--- src/rtl/hazard_unit.sv ---
// Pipeline hazard detector: tracks EX/MEM destination shadows and raises stall/chng2nop
// for load-use and branch-operand hazards; flush forces a bubble without stalling.
module hazard_unit (
   input  logic        clk,
   input  logic        nrst,
   input  logic [31:0] instr_in,
   input  logic        flush_in,
   output logic        stall,
   output logic        chng2nop,
   output logic [7:0]  stall_cnt
);

   localparam logic [6:0] OP_R    = 7'b0110011;
   localparam logic [6:0] OP_B    = 7'b1100011;
   localparam logic [6:0] OP_S    = 7'b0100011;
   localparam logic [6:0] OP_I    = 7'b0010011;
   localparam logic [6:0] OP_LD   = 7'b0000011;
   localparam logic [6:0] OP_JALR = 7'b1100111;
   localparam logic [6:0] OP_LUI  = 7'b0110111;
   localparam logic [6:0] OP_AUI  = 7'b0010111;
   localparam logic [6:0] OP_JAL  = 7'b1101111;

   typedef enum logic [0:0] {RUN = 1'b0, STALLED = 1'b1} state_t;

   state_t      state;
   logic [4:0]  ex_rd;
   logic        ex_wr;
   logic        ex_ld;
   logic [4:0]  mem_rd;
   logic        mem_wr;
   logic        mem_ld;

   logic [6:0]  opcode;
   logic [4:0]  rd;
   logic [4:0]  rs1;
   logic [4:0]  rs2;
   logic        use_rs1;
   logic        use_rs2;
   logic        wr_rd;
   logic        is_ld;
   logic        is_br;
   logic        hit_ex;
   logic        hit_mem;
   logic        load_use;
   logic        branch_alu;
   logic        branch_ld;
   logic        hazard;

   assign opcode = instr_in[6:0];
   assign rd     = instr_in[11:7];
   assign rs1    = instr_in[19:15];
   assign rs2    = instr_in[24:20];

   // Decode operand usage and destination write for the ID instruction
   always_comb begin
      use_rs1 = 1'b0;
      use_rs2 = 1'b0;
      wr_rd   = 1'b0;
      case (opcode)
         OP_R:    begin use_rs1 = 1'b1; use_rs2 = 1'b1; wr_rd = 1'b1; end
         OP_B:    begin use_rs1 = 1'b1; use_rs2 = 1'b1; end
         OP_S:    begin use_rs1 = 1'b1; use_rs2 = 1'b1; end
         OP_I:    begin use_rs1 = 1'b1; wr_rd = 1'b1; end
         OP_LD:   begin use_rs1 = 1'b1; wr_rd = 1'b1; end
         OP_JALR: begin use_rs1 = 1'b1; wr_rd = 1'b1; end
         OP_LUI:  wr_rd = 1'b1;
         OP_AUI:  wr_rd = 1'b1;
         OP_JAL:  wr_rd = 1'b1;
         default: begin use_rs1 = 1'b0; use_rs2 = 1'b0; wr_rd = 1'b0; end
      endcase
      if (rd == 5'd0) begin
         wr_rd = 1'b0;
      end else begin
         wr_rd = wr_rd;
      end
   end

   assign is_ld = (opcode == OP_LD) && wr_rd;
   assign is_br = (opcode == OP_B) || (opcode == OP_JALR);

   assign hit_ex  = (ex_rd != 5'd0) &&
                    ((use_rs1 && (rs1 == ex_rd)) || (use_rs2 && (rs2 == ex_rd)));
   assign hit_mem = (mem_rd != 5'd0) &&
                    ((use_rs1 && (rs1 == mem_rd)) || (use_rs2 && (rs2 == mem_rd)));

   assign load_use   = hit_ex && ex_ld;
   assign branch_alu = is_br && hit_ex && ex_wr && !ex_ld;
   assign branch_ld  = is_br && hit_mem && mem_ld;
   assign hazard     = load_use || branch_alu || branch_ld;

   // Flush wins: it bubbles ID without holding the front end
   assign stall    = hazard && !flush_in;
   assign chng2nop = hazard || flush_in;

   // Advance EX/MEM shadows; a held or squashed ID enters EX as a bubble
   always_ff @(posedge clk or negedge nrst) begin
      if (!nrst) begin
         ex_rd  <= 5'd0;
         ex_wr  <= 1'b0;
         ex_ld  <= 1'b0;
         mem_rd <= 5'd0;
         mem_wr <= 1'b0;
         mem_ld <= 1'b0;
      end else begin
         mem_rd <= ex_rd;
         mem_wr <= ex_wr;
         mem_ld <= ex_ld;
         if (!stall && !chng2nop) begin
            ex_rd <= wr_rd ? rd : 5'd0;
            ex_wr <= wr_rd;
            ex_ld <= is_ld;
         end else begin
            ex_rd <= 5'd0;
            ex_wr <= 1'b0;
            ex_ld <= 1'b0;
         end
      end
   end

   // RUN/STALLED tracking with saturating stall-cycle counter
   always_ff @(posedge clk or negedge nrst) begin
      if (!nrst) begin
         state     <= RUN;
         stall_cnt <= 8'd0;
      end else begin
         case (state)
            RUN: begin
               if (stall) begin
                  state <= STALLED;
               end else begin
                  state <= RUN;
               end
            end
            STALLED: begin
               if (stall) begin
                  state <= STALLED;
               end else begin
                  state <= RUN;
               end
            end
            default: state <= RUN;
         endcase
         if (stall && (stall_cnt != 8'd255)) begin
            stall_cnt <= stall_cnt + 8'd1;
         end else begin
            stall_cnt <= stall_cnt;
         end
      end
   end

endmodule

--- config.mk ---
export PLATFORM = sky130hd
export DESIGN_NAME = hazard_unit
export DESIGN_NICKNAME = d
export VERILOG_FILES = /design/src/rtl/hazard_unit.sv
export SDC_FILE = /design/constraint.sdc
export NUM_CORES = 1
export LEC_CHECK = 0
export CORE_MARGIN = 2
export CORE_UTILIZATION = 48
export DETAILED_ROUTE_END_ITERATION = 8
export GPL_ROUTABILITY_DRIVEN = 0
export PLACE_DENSITY = 0.82
export SYNTH_ARGS = -nofsm -noshare
export SYNTH_HDL_FRONTEND = slang
export SYNTH_SLANG_ARGS = --single-unit
export TNS_END_PERCENT = 30
--- constraint.sdc ---
create_clock -name clk -period 3.7 [get_ports clk]
set_input_delay 0.37 -clock clk [delete_from_list [all_inputs] [get_ports clk]]
set_output_delay 0.37 -clock clk [all_outputs]
set_load 0.01 [all_outputs]
==> results.md <==
* Status: completed
* Syn nets at 149
* Skew final at 0.00953 ns
* Crit Path Max Fanout at 9
* Die H at 55.3 um
* Worst skew pair latency at 0.30 ns
* Mapped cell area at 1260 um^2
* Clk pin slew, worst setup/hold paths at 0.11 ns
* Async set-reset flop share out of synthesis at 100%
* Crit share post-route at 82.6%
* Fin crit period at 3.06 ns
* Most common cell after layout, fill and taps aside: clkdlybuf4s50_1
* Fillers at 205
* Worst Hold Class: flop to flop
* Post-DP Area at 1640 um^2
* Final hold viol count at 0
* Leak at 0.683 nW
* Remaining global-route overflow at 0
* P per Cell Area at 243 nW/um^2
* Unrepaired setup endpoints after global routing: no
* Dpl cells at 177
* Fmax at 327 MHz
* DRT antenna net count at 0
* Postcts setup bufs at 0
* Largest cells by area after synthesis: dfrtp_1 42%, xnor2_1 9.7%, xor2_1 9.0%
* Worst Min Path Start: ex_ld
* HPWL Detailed at 1.99 mm
* # DRC at 0
* Pre-CTS setup slack at 0.637 ns
* Slew @ Worst Pin at 0.889 ns
* Initial Utilization at 51.0%
* CTS tree: built
* Hold path depth at 0
* R2r startpoint: mem_rd[1]
* Final WS setup at 0.645 ns
* H-tree depth at 1
* CP Data Arrival Time at 2.69 ns
* Post-synth EDFFs at 0
* Critical path capture point type: output pin
* First-pass GRT wire length at 4.53 mm
* Yosys top cell by area: dfrtp_1
* Largest net degree at the start of global routing at 22
* CTS Hold Bufs at 0
* Port Buffers at 34
* Total negative slack at 0 ns
* DR pass1 iterations at 2
* Reg2reg setup slack at 1.69 ns
* Leading cell types in the layout, fill and taps excluded: 34 x clkdlybuf4s50_1, 21 x dfrtp_1, 14 x xnor2_1
* Final setup vio count at 0
* WHS Endpoint: mem_ld
* Worst R2R Path Depth at 6
* Final instance area at 1670 um^2
* Max cap viols at 0
* Initial antenna violation count at 0
* Clock Path Buffers at 2
* CTS sink count at 21
* CTS buffer count at 3
* R2r endpoint: stall_cnt[1]
* Vias at 956
* Crit start category: primary input
* Share of cells above drive strength 1 at 13.9%
* Vias in the first global route at 1005
* Total power at 406 uW
* Antenna cell count at 0
* Post-synthesis sequential area ratio at 41.6%
* Drt first-iter violations at 8
* IO Count at 45
* Slew margin rel. at 40.5%
* Synth Flop Type: dfrtp_1
* Peak supply drop at 239 uV
* Setup Crit Path Kind: primary input to output pin
* Fin util at 67.3%
* Post-CTS sizing at 0
* Row cnt at 18
* Non-Filler Instances at 181
* Syn avg cell area at 11.2 um^2
* Final Slew Violations at 0
* Synth Warn # at 0
* Total Routed Length at 2.49 mm
* CTS root buf: clkbuf_4
* Worst Hold Slack at 0.387 ns
* #FFs+latches synth at 21
* Synth unique cells at 29
* Area grow syn2layout at 32.1%
* DR WL/cell at 13.8 um
* Total GRT Usage at 18.2%
* Vias per cell at 5.28
* Die Width at 55.3 um
* Cells after synthesis at 113
* Core area at 2480 um^2
* Die area at 3060 um^2
* Critical path data required time at 3.33 ns
* Final #Nets at 188
* Synth top area share at 41.6%
==> layer usage <==
metal | up-vias | global-route usage [%] | wire length (um)
met2 | 22 | 29.3 | 1200
met3 | 4 | 3.04 | 79
met1 | 450 | 24.7 | 1180
met4 | 0 | 6.97 | 36
li1 | 480 | - | -
met5 | - | 0 | 0
==> how the worst max path moves through the flow <==
stage	to	slack [ns]	start
3_3_place_gp	chng2nop	0.69	instr_in[5]
4_1_cts	chng2nop	0.63	instr_in[5]
3_5_place_dp	chng2nop	0.64	instr_in[5]
2_1_floorplan	stall_cnt[1]	1.69	instr_in[3]
5_1_grt	chng2nop	0.49	instr_in[5]
6_report	chng2nop	0.64	instr_in[5]
==> critical path, cell delays in order <==
cell and delay, ns:
clkdlybuf4s50_1 0.50, and3b_2 0.28, o21ai_2 0.21, nor4_2 0.08
o21ai_2 0.45, nand3b_2 0.25, clkdlybuf4s50_1 0.54
==> power breakdown <==
group	internal, mW	switching [mW]	leakage [nW]
Combinational	0.0365	0.0291	0.383
Clock	0.0403	0.0679	0.0177
Sequential	0.231	0.00165	0.282
==> final cells by class <==
cell class / count / area [um^2] / area share, %
multi-input combinational: 89 / 726 / 43.5
inverter: 3 / 11.3 / 0.675
clock buffer: 3 / 22.5 / 1.35
sequential: 21 / 526 / 31.5
clock inverter: 1 / 5.00 / 0.300
timing repair buffer: 34 / 340 / 20.4
tap: 30 / 37.5 / 2.25
==> logic make-up after synthesis <==
group,synth area share (%)
compound gates,14.7
xor+xnor,18.7
fa+ha+maj,0.991
buf+inv,0.892
flops,41.6
mux,0.892
simple gates,22.2
==> Yosys cell counts, types with 2 or more instances <==
cell type and instances:
xor2_1 13, inv_1 3, nor4_1 2, nand3_1 5
and3b_2 2, o21ai_2 2, xnor2_1 14, nor2_1 12
nand2_1 11, nor4_2 2, a2111oi_2 4, a21oi_1 4
dfrtp_1 21, nor3_1 2, nor4_4 2
==> sequential cells by signal, indices dropped and copies added (netlist names) <==
| name | count |
|---|---|
| ex_ld | 1 |
| ex_rd | 5 |
| ex_wr | 1 |
| mem_ld | 1 |
| mem_rd | 5 |
| stall_cnt | 8 |
No activity file was read; power rests on OpenSTA's default activity.
